--- src/rtl/div_err_monitor.sv ---
// Error monitor for the 16/8 approximate divider: computes the exact quotient/remainder and accumulates error stats.
// Latency: in-domain sample commits 9 cycles after accept (DIV x8 + CMP); out-of-domain sample commits 1 cycle after accept.
// Backpressure: in_ready is high only in IDLE; in_valid while busy is dropped, nothing is queued.
module div_err_monitor #(
    parameter int CNT_W = 32,
    parameter int ACC_W = 40
) (
    input  logic             clk,
    input  logic             rst,
    input  logic             in_valid,
    output logic             in_ready,
    input  logic [15:0]      x,
    input  logic [7:0]       y,
    input  logic [7:0]       q_app,
    input  logic [7:0]       r_app,
    input  logic             clear,
    output logic             done,
    output logic [7:0]       q_exact,
    output logic [7:0]       r_exact,
    output logic [7:0]       ed_last,
    output logic [CNT_W-1:0] sample_cnt,
    output logic [CNT_W-1:0] skip_cnt,
    output logic [CNT_W-1:0] q_err_cnt,
    output logic [CNT_W-1:0] r_err_cnt,
    output logic [ACC_W-1:0] ed_sum,
    output logic [7:0]       ed_max
);

    typedef enum logic [1:0] {
        S_IDLE = 2'd0,
        S_SKIP = 2'd1,
        S_DIV  = 2'd2,
        S_CMP  = 2'd3
    } state_t;

    state_t r_state;
    state_t w_next;

    // Latched sample. Only the low dividend byte is needed after accept:
    // the high byte seeds the partial remainder directly.
    logic [7:0] r_xlo;
    logic [7:0] r_y;
    logic [7:0] r_q_app;
    logic [7:0] r_r_app;

    // Restoring divider state. PR always stays below y, so 8 bits suffice;
    // only the trial value T needs the 9th bit.
    logic [7:0] r_pr;
    logic [7:0] r_quo;
    logic [2:0] r_iter;

    logic [7:0]       r_q_exact;
    logic [7:0]       r_r_exact;
    logic [7:0]       r_ed_last;
    logic [CNT_W-1:0] r_sample_cnt;
    logic [CNT_W-1:0] r_skip_cnt;
    logic [CNT_W-1:0] r_q_err_cnt;
    logic [CNT_W-1:0] r_r_err_cnt;
    logic [ACC_W-1:0] r_ed_sum;
    logic [7:0]       r_ed_max;

    logic           w_out_of_domain;
    logic [2:0]     w_idx;
    logic           w_xbit;
    logic [8:0]     w_t;
    logic           w_ge;
    logic [7:0]     w_sub;
    logic [7:0]     w_ed;
    logic [ACC_W:0] w_sum;

    // Quotient would not fit in 8 bits (or divide by zero).
    assign w_out_of_domain = (y == 8'd0) || (x[15:8] >= y);

    // One restoring step per DIV cycle, dividend bits MSB first.
    assign w_idx  = 3'd7 - r_iter;
    assign w_xbit = r_xlo[w_idx];
    assign w_t    = {r_pr, w_xbit};
    assign w_ge   = (w_t >= {1'b0, r_y});
    // T - y < y <= 255 whenever T >= y, so the low 8 bits are exact.
    assign w_sub  = w_t[7:0] - r_y;

    // Error distance, valid in CMP when r_quo holds the final quotient.
    assign w_ed  = (r_quo >= r_q_app) ? (r_quo - r_q_app) : (r_q_app - r_quo);
    assign w_sum = {1'b0, r_ed_sum} + (ACC_W+1)'(w_ed);

    function automatic logic [CNT_W-1:0] sat_inc(input logic [CNT_W-1:0] v, input logic en);
        return (en && (v != {CNT_W{1'b1}})) ? (v + 1'b1) : v;
    endfunction

    // State register.
    always_ff @(posedge clk) begin
        if (rst) r_state <= S_IDLE;
        else     r_state <= w_next;
    end

    // Next-state decode plus handshake and commit strobe.
    always_comb begin
        w_next   = r_state;
        in_ready = 1'b0;
        done     = 1'b0;
        case (r_state)
            S_IDLE: begin
                in_ready = 1'b1;
                if (in_valid) w_next = w_out_of_domain ? S_SKIP : S_DIV;
            end
            S_SKIP: begin
                done   = 1'b1;
                w_next = S_IDLE;
            end
            S_DIV: begin
                if (r_iter == 3'd7) w_next = S_CMP;
            end
            S_CMP: begin
                done   = 1'b1;
                w_next = S_IDLE;
            end
            default: w_next = S_IDLE;
        endcase
    end

    // Sample capture and iterative division datapath.
    always_ff @(posedge clk) begin
        if (rst) begin
            r_xlo   <= 8'd0;
            r_y     <= 8'd0;
            r_q_app <= 8'd0;
            r_r_app <= 8'd0;
            r_pr    <= 8'd0;
            r_quo   <= 8'd0;
            r_iter  <= 3'd0;
        end else begin
            case (r_state)
                S_IDLE: begin
                    if (in_valid) begin
                        r_xlo   <= x[7:0];
                        r_y     <= y;
                        r_q_app <= q_app;
                        r_r_app <= r_app;
                        r_pr    <= x[15:8];
                        r_quo   <= 8'd0;
                        r_iter  <= 3'd0;
                    end
                end
                S_DIV: begin
                    r_pr   <= w_ge ? w_sub : w_t[7:0];
                    r_quo  <= {r_quo[6:0], w_ge};
                    r_iter <= r_iter + 3'd1;
                end
                default: ;
            endcase
        end
    end

    // Per-sample results; clear leaves these alone.
    always_ff @(posedge clk) begin
        if (rst) begin
            r_q_exact <= 8'd0;
            r_r_exact <= 8'd0;
            r_ed_last <= 8'd0;
        end else if (r_state == S_CMP) begin
            r_q_exact <= r_quo;
            r_r_exact <= r_pr;
            r_ed_last <= w_ed;
        end
    end

    // Saturating statistics; clear takes priority over a same-cycle commit.
    always_ff @(posedge clk) begin
        if (rst || clear) begin
            r_sample_cnt <= '0;
            r_skip_cnt   <= '0;
            r_q_err_cnt  <= '0;
            r_r_err_cnt  <= '0;
            r_ed_sum     <= '0;
            r_ed_max     <= 8'd0;
        end else if (r_state == S_SKIP) begin
            r_skip_cnt <= sat_inc(r_skip_cnt, 1'b1);
        end else if (r_state == S_CMP) begin
            r_sample_cnt <= sat_inc(r_sample_cnt, 1'b1);
            r_q_err_cnt  <= sat_inc(r_q_err_cnt, w_ed != 8'd0);
            r_r_err_cnt  <= sat_inc(r_r_err_cnt, r_r_app != r_pr);
            r_ed_sum     <= w_sum[ACC_W] ? {ACC_W{1'b1}} : w_sum[ACC_W-1:0];
            if (w_ed > r_ed_max) r_ed_max <= w_ed;
        end
    end

    assign q_exact    = r_q_exact;
    assign r_exact    = r_r_exact;
    assign ed_last    = r_ed_last;
    assign sample_cnt = r_sample_cnt;
    assign skip_cnt   = r_skip_cnt;
    assign q_err_cnt  = r_q_err_cnt;
    assign r_err_cnt  = r_r_err_cnt;
    assign ed_sum     = r_ed_sum;
    assign ed_max     = r_ed_max;

endmodule

--- config.mk ---
export PLATFORM = sky130hd
export DESIGN_NAME = div_err_monitor
export DESIGN_NICKNAME = d
export VERILOG_FILES = /design/src/rtl/div_err_monitor.sv
export SDC_FILE = /design/constraint.sdc
export NUM_CORES = 1
export LEC_CHECK = 0
export CORE_ASPECT_RATIO = 0.5
export CORE_MARGIN = 4
export CORE_UTILIZATION = 30
export CTS_CLUSTER_DIAMETER = 30
export DETAILED_ROUTE_END_ITERATION = 6
export HOLD_SLACK_MARGIN = 0.12
export SETUP_SLACK_MARGIN = 0.4
export SYNTH_ARGS = -nofsm -noshare
export SYNTH_HDL_FRONTEND = slang
export SYNTH_SLANG_ARGS = --single-unit
--- constraint.sdc ---
create_clock -name clk -period 5.7 [get_ports clk]
set_input_delay 1.14 -clock clk [delete_from_list [all_inputs] [get_ports clk]]
set_output_delay 1.14 -clock clk [all_outputs]
set_load 0.1 [all_outputs]
# Word level (Yosys, flattened, before mapping)
# Index checks and enable logic that the tools add are counted.
[totals]
register_bits = 253
out_inout_bits = 202
elab_cells = 79
[classes]
n_addsub = 10
order_cmp = 5
eq_ne = 11
muxes = 17
bitwise = 1
reduce_logical = 18
[ops]
columns = ["op", "count"]
rows = [
  ["$add 32x1->32 const B", 4],
  ["$ne 32x32->1 const B", 4],
  ["$add 40x8->41", 1],
  ["$mux 40", 1],
  ["$mux 8", 4],
  ["$pmux 8 s2", 2],
  ["$sub 8x8->8", 3],
  ["$ge 8x8->1", 2],
  ["$reduce_and 3->1", 4],
  ["$reduce_and 2->1", 5],
  ["$ge 9x8->1", 1],
  ["$gt 8x8->1", 1],
  ["$logic_not 8->1", 1],
  ["$ne 8x8->1", 1],
  ["$reduce_bool 8->1", 1],
  ["$mux 2", 3],
  ["$pmux 2 s3", 1],
  ["$pmux 3 s2", 1],
  ["$eq 2x2->1 const B", 2],
  ["$lt 3x4->1 const B", 1],
  ["$ne 2x2->1 const B", 2],
  ["$add 3x1->3 const B", 1],
  ["$bmux 1 s3", 1],
  ["$eq 3x3->1 const B", 1],
  ["other kinds (10)", 14],
]

# Longest topological paths before layout
# Gate-level depths: netlist of run 1.
[depth]
depth_word = 6
depth_mapped = 20
depth_no_buf = 19

# Worst setup path after synthesis of run 1
# No wires, ideal clock.
[synth_path]
kind = "register to register"
startpoint = "reg r_quo[0]"
endpoint = "reg r_ed_sum[27] (netlist: ed_sum[27])"
setup_time_ns = 0.070
t_arrival_ns = 4.014
required_time_ns = 5.630
slack_ns = 1.616
stages_incl_launch_ff = 21
path_cell_list = "dfxtp_1 -> inv_1 -> ha_1 -> inv_1 -> fa_1 -> nand3_1 -> a31oi_2 -> nor2_2 -> mux2i_1 -> inv_1 -> ha_1 -> a21o_1 -> a21oi_1 -> o21ai_0 -> a21oi_1 -> o21bai_1 -> a21oi_1 -> clkbuf_1 -> nor2_1 -> xnor2_1 -> a21oi_1"
[synth_via]
elab_chain_cells = 4
elab_cells_between_ends = 6
classes_between = "3 x add/sub; 1 x order compare; 2 x mux"
[synth_rtl]
columns = ["item", "line_no", "rtl"]
rows = [
  ["start, declared", "49", "logic [7:0] r_quo;"],
  ["start signal, assigned", "146", "r_quo <= {r_quo[6:0], w_ge};"],
  ["$sub 8x8->8 or $ge 8x8->1 (tied branches)", "83", "assign w_ed = (r_quo >= r_q_app) ? (r_quo - r_q_app) : (r_q_app - r_quo);"],
  ["$mux 8 (*)", "83", ""],
  ["net w_ed[1]", "68", "logic [7:0] w_ed;"],
  ["$add 40x8->41 (*)", "84", "assign w_sum = {1'b0, r_ed_sum} + (ACC_W+1)'(w_ed);"],
  ["$mux 40 (*)", "182", "r_ed_sum <= w_sum[ACC_W] ? {ACC_W{1'b1}} : w_sum[ACC_W-1:0];"],
  ["end signal, assigned", "182", ""],
  ["end, declared", "59", "logic [ACC_W-1:0] r_ed_sum;"],
]
# The timed path passes the listed nets; every way through them passes the cells marked *.
# A chain may end at the register's enable or synchronous reset.

# Worst setup path in the final report of run 1
[layout_path]
startpoint = "reg r_quo[0]"
endpoint = "reg r_ed_sum[17] (netlist: ed_sum[17])"
[layout_via]
elab_chain_cells = 4
elab_cells_between_ends = 6
classes_between = "3 x add/sub; 1 x order compare; 2 x mux"
[layout_rtl]
columns = ["item", "line_no"]
rows = [
  ["$sub 8x8->8 or $ge 8x8->1 (tied branches)", "83"],
  ["$mux 8 (*)", "83"],
  ["$add 40x8->41 (*)", "84"],
  ["$mux 40 (*)", "182"],
]
# Every way passes the cells marked *; elsewhere a longest branch is shown, timed or not.

==> flow_metrics.env, run 1 <==
export IMPL_synth_adder_area_share_pct=5.93
export IMPL_cap_violations=0
export IMPL_drtIter0Drc=523
export IMPL_antenna_cells=0
export IMPL_muxShareOfSynthArea_pct=1.56
export IMPL_p_leak_nw=5.98
export IMPL_critPathCaptureType="flip-flop"
export IMPL_postCtsSetupBuffers=0
export IMPL_wl_mm=37.2
export IMPL_synthCells=1534
export IMPL_clock_sinks=253
export IMPL_cts_buffers=46
export IMPL_grt_max_degree=80
export IMPL_cts_buffer_depth=3
export IMPL_slew_viol_final=0
export IMPL_io_buffers=245
export IMPL_vias=11306
export IMPL_antenna_found_initial=0
export IMPL_synth_area_leader_cell="dfxtp_1"
export IMPL_slew_headroom_pct=23.1
export IMPL_root_buffer="clkbuf_16"
export IMPL_grt_usage_pct=15.9
export IMPL_fmax_mhz=218
export IMPL_final_common_cell="dfxtp_1"
export IMPL_pre_cts_ws_ns=1.20
export IMPL_post_cts_resized=0
export IMPL_finalCritPeriodShare_pct=80.6
export IMPL_yosysWarnings=0
export IMPL_drc=0
export IMPL_worstSetupStartpointType="flip-flop"
export IMPL_die_width_um=297
export IMPL_ys_ff_latch=253
export IMPL_synthTopCellsByArea="dfxtp_1 40%, xor2_1 5.7%, nand2_1 5.7%"
export IMPL_crit_type="reg2reg"
export IMPL_cts_tree="built"
export IMPL_rows=52
export IMPL_syn_to_final_growth_pct=35.7
export IMPL_final_hold_viol_count=0
export IMPL_synthFlopType="dfxtp_1"
export IMPL_io_pins=246
export IMPL_clk_latency_ns=0.55
export IMPL_dr_pass1_iters=4
export IMPL_whs_ns=0.452
export IMPL_initial_core_util_pct=30.7
export IMPL_synth_top_cell_area_share_pct=40.4
export IMPL_dp_hpwl_mm=26.8
export IMPL_tightest_slew_ns=1.15
export IMPL_htreeDepth=2
export IMPL_core_area_um2=40900
export IMPL_peakVddDrop_v=0.000206
export IMPL_clk_pin_slew_ns=0.06
export IMPL_worstPathArrival_ns=5.07
export IMPL_ys_types=61
export IMPL_final_util_pct=41.6
export IMPL_setup_violations_final=0
export IMPL_required_ns=6.18
export IMPL_fin_skew_ns=0.0247
export IMPL_gp_congestion=0.839
export IMPL_p_per_area_nw_per_um2=304
export IMPL_yosys_area_share_simple_pct=24.6
export IMPL_grt_setup_unrepaired="no"
export IMPL_cp_max_fo=23
export IMPL_synth_compound_gate_area_share_pct=12.8
export IMPL_grt_pass1_wl_mm=59.8
export IMPL_syn_avg_cell_area_um2=8.18
export IMPL_grt_overflow=0
export IMPL_final_nets=1870
export IMPL_drive_above_1_share_pct=5.98
export IMPL_synth_net_count=1635
export IMPL_status="finished clean"
export IMPL_avgViaCountPerCell=4.82
export IMPL_ys_seq_area_share_pct=40.4
export IMPL_synth_xor_area_share_pct=10.2
export IMPL_ant_nets=0
export IMPL_final_cell_mix="253 x dfxtp_1, 244 x clkdlybuf4s50_1, 189 x nand2_1, 189 x nor2_1, 125 x a21oi_1"
export IMPL_dp_cells=2261
export IMPL_hold_path_class="reg2reg"
export IMPL_finalCriticalPeriod_ns=4.59
export IMPL_die_y_um=153
export IMPL_wl_per_cell_um=15.9
export IMPL_tns_ns=0
export IMPL_grt_pass1_vias=10961
export IMPL_stdcell_count=2347
export IMPL_cts_hold_buf=0
export IMPL_layout_setup_ws_ns=1.11
export IMPL_die_area_um2=45300
export IMPL_syn_area_um2=12500
export IMPL_async_flop_share_pct=0
export IMPL_synth_enable_flop_cells=0
export IMPL_synth_top_family_by_area="simple AND/OR/NAND/NOR gates"
## layer usage
metal / GRT usage [%] / vias to the layer above / routed length [µm] / share of wire, %
li1: - / 5775 / - / -
met5: 0 / - / 0 / 0
met1: 18.9 / 5286 / 16000 / 43
met2: 28.3 / 167 / 18400 / 50
met3: 3.15 / 78 / 1410 / 3.8
met4: 6.20 / 0 / 1350 / 3.6
## power breakdown
part,switching (mW),internal [mW],leakage (nW)
sequential,0.0345,1.80,2.04
combinational,0.380,0.243,3.20
clock,0.971,1.74,0.744
total,1.39,3.78,5.98
## registers in the layout, indices dropped and copies added, names as in the netlist
name / cells
r_state: 2
ed_max: 8
r_q_app: 8
r_quo: 8
r_y: 8
r_r_app: 8
sample_cnt: 32
q_exact: 8
r_pr: 8
r_xlo: 8
r_iter: 3
ed_last: 8
skip_cnt: 32
q_err_cnt: 32
ed_sum: 40
r_exact: 8
r_err_cnt: 32
## worst max-delay path, cell delays in order (launching register included)
cell and delay [ns]:
dfxtp_1 0.34, inv_1 0.07, ha_1 0.18, inv_1 0.06, fa_1 0.40, nand3_1 0.18, a31oi_2 0.14, nor2_2 0.31
mux2i_1 0.23, fa_1 0.46, nor2b_1 0.12, o21ai_0 0.10, a21boi_0 0.17, o21ai_0 0.18, a211oi_1 0.30, buf_4 0.24
nand2_1 0.50, and3_1 0.39, nor3_1 0.15
## final cells by class
class | instances | area (µm²)
sequential | 253 | 5060
multi-input combinational | 1136 | 6910
tap | 540 | 676
clock buffer | 60 | 1240
timing repair buffer | 255 | 2530
fill | 4105 | 23800
clock inverter | 26 | 297
inverter | 77 | 289
## logic make-up (layout without fill, tap and decap cells)
family / after synthesis / count (layout)
AOI/OAI and AO/OA: 263 / 263
xor gates and xnor gates: 146 / 146
adders and majority gates: 57 / 57
buffers and inverters: 145 / 418
DFF: 253 / 253
muxes: 17 / 17
and+or+nand+nor: 653 / 653
## final timing paths
path,from,endpoint,slack [ns],cells past startpoint
worst max-delay path,r_quo[0],ed_sum[17],1.11,18
worst min-delay path,r_q_app[7],r_q_app[7],0.45,2
worst min register to register,r_q_app[7],r_q_app[7],0.45,2
worst max register to register,r_quo[0],ed_sum[17],1.11,18
## cell usage after synthesis (all sizes together) (3+ instances only)
cell type,n
dfxtp,253
nor2,190
nand2,189
a21oi,127
xor2,82
inv,76
xnor2,64
nand3,60
clkbuf,56
ha,53
o21ai,48
nor3,37
nand4,34
nor4,28
or3,27
and4,21
and3,19
a21o,16
mux2i,15
a211oi,12
buf,12
a221oi,11
nor2b,11
or2,10
a22oi,9
and2,9
a31oi,7
nand2b,7
o31ai,6
o21a,5
or4,5
a31o,4
fa,4
nand3b,3
o211a,3
o211ai,3
## per-stage QoR
step                area [µm²]  power (mW)
floorplan                12500        2.33
global placement         15500        2.49
detailed placement       15500        2.50
CTS                      17000        5.24
global route             17000        5.41
finish                   17000        5.17
Power figures use the tool's default switching activity.
==> inputs of run 2 (changes only) <==
==> constraint.sdc (replaced) <==
create_clock -name clk -period 4.45 [get_ports clk]
set_input_delay 0.89 -clock clk [delete_from_list [all_inputs] [get_ports clk]]
set_output_delay 0.89 -clock clk [all_outputs]
set_load 0.1 [all_outputs]
==> flow_metrics.env, run 2 (same netlist as run 1, synthesis figures left out) <==
export IMPL_grt_pass1_vias=10907
export IMPL_drtIter0Drc=604
export IMPL_antenna_cells=0
export IMPL_worstPathArrival_ns=4.19
export IMPL_avgViaCountPerCell=4.87
export IMPL_critPathCaptureType="flip-flop"
export IMPL_io_buffers=245
export IMPL_seqPwrFrac_pct=35.3
export IMPL_cp_max_fo=10
export IMPL_clkPwrFrac_pct=51.2
export IMPL_vias=11525
export IMPL_status="finished clean"
export IMPL_clock_sinks=253
export IMPL_n_fill_cell=4053
export IMPL_final_common_cell="dfxtp_1"
export IMPL_clk_latency_ns=0.54
export IMPL_drive_above_1_share_pct=9.25
export IMPL_grt_setup_unrepaired="no"
export IMPL_hold_path_class="reg2reg"
export IMPL_crit_type="reg2reg"
export IMPL_core_area_um2=40900
export IMPL_die_area_um2=45300
export IMPL_finalCritPeriodShare_pct=85.4
export IMPL_comb_power_share_pct=13.5
export IMPL_multiInputGateArea_um2=7110
export IMPL_final_hold_viol_count=0
export IMPL_crit_path_start="r_q_app[4]"
export IMPL_root_buffer="clkbuf_16"
export IMPL_ant_nets=0
export IMPL_grt_usage_pct=16.0
export IMPL_peakVddDrop_v=0.000190
export IMPL_p_leak_nw=6.13
export IMPL_tns_ns=0
export IMPL_cap_violations=0
export IMPL_grt_pass1_wl_mm=60.1
export IMPL_holdCritStartpoint="r_q_app[7]"
export IMPL_cts_tree="built"
export IMPL_drc=0
export IMPL_tightest_slew_ns=1.10
export IMPL_initial_core_util_pct=30.7
export IMPL_slew_viol_final=0
export IMPL_rows=52
export IMPL_die_width_um=297
export IMPL_p_per_area_nw_per_um2=383
export IMPL_p_sw_mw=1.81
export IMPL_final_nets=1892
export IMPL_clk_pin_slew_ns=0.06
export IMPL_r2r_start="r_q_app[4]"
export IMPL_fin_skew_ns=0.0273
export IMPL_finalCriticalPeriod_ns=3.80
export IMPL_dp_hpwl_mm=27.4
export IMPL_final_cell_mix="251 x dfxtp_1, 244 x clkdlybuf4s50_1, 188 x nor2_1"
export IMPL_slew_headroom_pct=26.3
export IMPL_grt_max_degree=79
export IMPL_p_int_mw=4.86
export IMPL_worstSetupStartpointType="flip-flop"
export IMPL_required_ns=4.84
export IMPL_htreeDepth=2
export IMPL_wl_per_cell_um=16.0
export IMPL_regArea_um2=5070
export IMPL_cts_buffers=44
export IMPL_switching_share_pct=27.1
export IMPL_setup_violations_final=0
export IMPL_gp_congestion=0.848
export IMPL_largest_register_ffs=40
export IMPL_antenna_found_initial=0
export IMPL_io_pins=246
export IMPL_cts_buffer_depth=3
export IMPL_wl_mm=37.9
export IMPL_dr_pass1_iters=5
export IMPL_grt_overflow=0
export IMPL_die_y_um=153
export IMPL_fin_total_pwr_mw=6.67
export IMPL_syn_to_final_growth_pct=38.6
export IMPL_fmax_mhz=263
[run 2: cell count changes in the layout (fill, tap and decap cells not counted), sizes merged]
cell      previous run  this run
clkbuf              60        55
bufinv               4         3
inv                 84        85
clkinvlp             4         5
buf                 11        35
[run 2: power by group through the flow]
stage	combinational (mW)	clock, mW	sequential [mW]
finish	0.903	3.41	2.35
global route	1.00	3.62	2.36
CTS	0.855	3.50	2.35
detailed placement	0.841	0	2.40
global placement	0.839	0	2.40
floorplan	0.566	0	2.42
[run 2: metal layers]
layer,part of all wire (%),GRT usage (%),vias to the layer above
li1,-,-,5831
met1,44,19.6,5437
met2,50,28.4,184
met3,3.3,2.89,73
met4,2.9,5.00,0
met5,0,0,-
[run 2: worst paths after layout]
check / end / slack [ns] / cells past startpoint
hold reg to reg: r_q_app[7] / 0.45 / 2
setup / recovery: ed_sum[24] / 0.65 / 19
hold / removal: r_q_app[7] / 0.45 / 2
setup reg to reg: ed_sum[24] / 0.65 / 19
[run 2: final cells by class]
| type | count | share of cell area, % |
|---|---|---|
| multi-input cells | 1136 | 40.9 |
| flip-flops and latches | 253 | 29.1 |
| repair buffers | 279 | 15.7 |
| clock buffers | 55 | 7.15 |
| well taps | 540 | 3.89 |
| inverters | 77 | 1.66 |
| clock inverters | 27 | 1.56 |
[run 2: worst max-delay path, cell delays in order (launching register included)]
cell	delay, ns
dfxtp_1	0.35
inv_1	0.06
ha_2	0.43
nand4_1	0.10
buf_4	0.17
a31oi_4	0.19
nor2_4	0.09
mux2i_4	0.21
buf_4	0.15
fa_1	0.42
nor2b_1	0.12
o21ai_0	0.11
a21boi_1	0.16
o21ai_1	0.12
a211oi_2	0.20
buf_4	0.19
and2_4	0.18
nor2b_2	0.15
mux2i_1	0.19
nor2_1	0.05
[run 2: repair_timing]
item                                   4_1_cts  5_1_grt
gates resized for setup                      4       47
cloned                                       0        2
setup endpoints to repair                   34       54
endpoints found under the hold margin        0        0
pin swaps                                    1        8
hold buffers                                 0        0
setup buffers                                3        4
[run 2: metrics by stage]
stage | setup slack, ns | instances | area [µm²] | utilization [%] | hold WS [ns]
floorplan | 0.460 | 1534 | 12500 | - | 0.433
global placement | 0.306 | 2276 | 15600 | 38.2 | 0.444
detailed placement | 0.208 | 2276 | 15600 | 38.2 | 0.446
CTS | 0.399 | 2361 | 17100 | 42.0 | 0.453
global route | 0.340 | 2367 | 17400 | 42.6 | 0.473
finish | 0.649 | 2367 | 17400 | 42.6 | 0.453
==> inputs of run 3 (changes only) <==
--- a/config.mk
+++ b/config.mk
@@ -5,6 +5,7 @@
 export SDC_FILE = /design/constraint.sdc
 export NUM_CORES = 1
 export LEC_CHECK = 0
+export CAP_MARGIN = 30
 export CORE_ASPECT_RATIO = 0.5
 export CORE_MARGIN = 4
 export CORE_UTILIZATION = 30
==> flow_metrics.env, run 3 (same netlist as run 1, synthesis figures left out) <==
export IMPL_cts_buffer_depth=3
export IMPL_drive_above_1_share_pct=11.1
export IMPL_placed_area_um2=16500
export IMPL_p_per_area_nw_per_um2=390
export IMPL_dr_pass1_iters=7
export IMPL_largest_register_ffs=40
export IMPL_avgViaCountPerCell=4.88
export IMPL_fin_skew_ns=0.0308
export IMPL_rows=52
export IMPL_root_buffer="clkbuf_16"
export IMPL_crit_type="reg2reg"
export IMPL_cts_tree="built"
export IMPL_ant_nets=0
export IMPL_final_hold_viol_count=0
export IMPL_syn_to_final_growth_pct=48.0
export IMPL_grt_setup_unrepaired="no"
export IMPL_required_ns=4.91
export IMPL_die_width_um=297
export IMPL_finalCritPeriodShare_pct=86.3
export IMPL_dp_cells=2309
export IMPL_slew_headroom_pct=29.7
export IMPL_r2r_start="r_q_app[6]"
export IMPL_grt_overflow=0
export IMPL_critPathCaptureType="flip-flop"
export IMPL_cts_buffers=49
export IMPL_grt_usage_pct=16.5
export IMPL_drtIter0Drc=624
export IMPL_grt_max_degree=79
export IMPL_stdcell_count=2408
export IMPL_slew_viol_final=0
export IMPL_vias=11744
export IMPL_clk_pin_slew_ns=0.05
export IMPL_cap_violations=0
export IMPL_tightest_slew_ns=1.05
export IMPL_crit_path_start="r_q_app[6]"
export IMPL_die_area_um2=45300
export IMPL_worstSetupStartpointType="flip-flop"
export IMPL_clock_sinks=253
export IMPL_antenna_found_initial=0
export IMPL_worstPathArrival_ns=4.30
export IMPL_p_leak_nw=6.62
export IMPL_clk_latency_ns=0.56
export IMPL_final_cell_mix="252 x dfxtp_1, 244 x clkdlybuf4s50_1, 189 x nor2_1"
export IMPL_final_util_pct=45.4
export IMPL_hold_path_class="reg2reg"
export IMPL_htreeDepth=2
export IMPL_fmax_mhz=260
export IMPL_cp_max_fo=9
export IMPL_gp_congestion=0.848
export IMPL_tns_ns=0
export IMPL_grt_pass1_wl_mm=62.2
export IMPL_wl_per_cell_um=16.1
export IMPL_final_common_cell="dfxtp_1"
export IMPL_dp_hpwl_mm=27.8
export IMPL_finalCriticalPeriod_ns=3.84
export IMPL_design_area_um2=18600
export IMPL_peakVddDrop_v=0.000219
export IMPL_status="finished clean"
export IMPL_antenna_cells=0
export IMPL_drc=0
export IMPL_core_area_um2=40900
export IMPL_die_y_um=153
export IMPL_io_pins=246
export IMPL_io_buffers=245
export IMPL_initial_core_util_pct=30.7
export IMPL_setup_violations_final=0
export IMPL_grt_pass1_vias=11576
export IMPL_final_nets=1930
export IMPL_holdCritStartpoint="r_y[6]"
export IMPL_n_fill_cell=3900
export IMPL_wl_mm=38.8
==> run 3: timing repair <==
| item | in CTS | in global routing |
|---|---|---|
| resized for setup | 9 | 42 |
| setup endpoints to repair | 34 | 54 |
| hold endpoints to repair | 0 | 0 |
| hold buffers | 0 | 0 |
| gates cloned | 0 | 1 |
| setup buffers | 3 | 5 |
| pin swaps | 1 | 13 |
==> run 3: power breakdown <==
group	switching (mW)	leakage, nW	internal, mW
clock network	1.28	0.861	2.67
registers	0.0435	2.05	2.31
logic	0.545	3.71	0.387
==> run 3: routing by layer <==
metal / track usage, % / vias to the layer above / wire, µm
met5: 0 / - / 0
met4: 5.02 / 0 / 999
li1: - / 5889 / -
met3: 2.86 / 73 / 1300
met2: 29.8 / 185 / 19800
met1: 20.0 / 5597 / 16700
==> run 3: layout make-up <==
type,instances,area [µm²],area share (%)
Inverter,77,289,1.56
Multi-Input combinational cell,1136,7120,38.3
Clock inverter,30,428,2.31
Clock buffer,60,1340,7.22
Sequential cell,253,5070,27.3
Tap cell,540,676,3.64
Timing Repair Buffer,312,3640,19.6
==> run 3: critical path, stage by stage, from the launching register on <==
cell	delay, ns
dfxtp_1	0.34
inv_1	0.05
ha_1	0.43
nand4_1	0.28
a31oi_4	0.29
nor2_4	0.10
buf_4	0.16
a2111oi_4	0.42
nor4_1	0.12
a31o_1	0.38
or3_1	0.57
or4_1	0.45
a21oi_1	0.15
==> run 3: final timing paths <==
path                   end  slack, ns  depth (start not counted)
max          q_err_cnt[23]       0.61                         12
min                 r_y[6]       0.45                          2
min reg2reg         r_y[6]       0.45                          2
max reg2reg  q_err_cnt[23]       0.61                         12
==> run 3: per-stage QoR <==
step	power [mW]	hold slack (ns)	worst slack, ns
floorplan	2.98	0.433	0.460
global placement	3.24	0.444	0.306
detailed placement	3.25	0.447	0.199
CTS	7.29	0.453	0.407
global route	7.56	0.469	0.331
finish	7.24	0.451	0.610
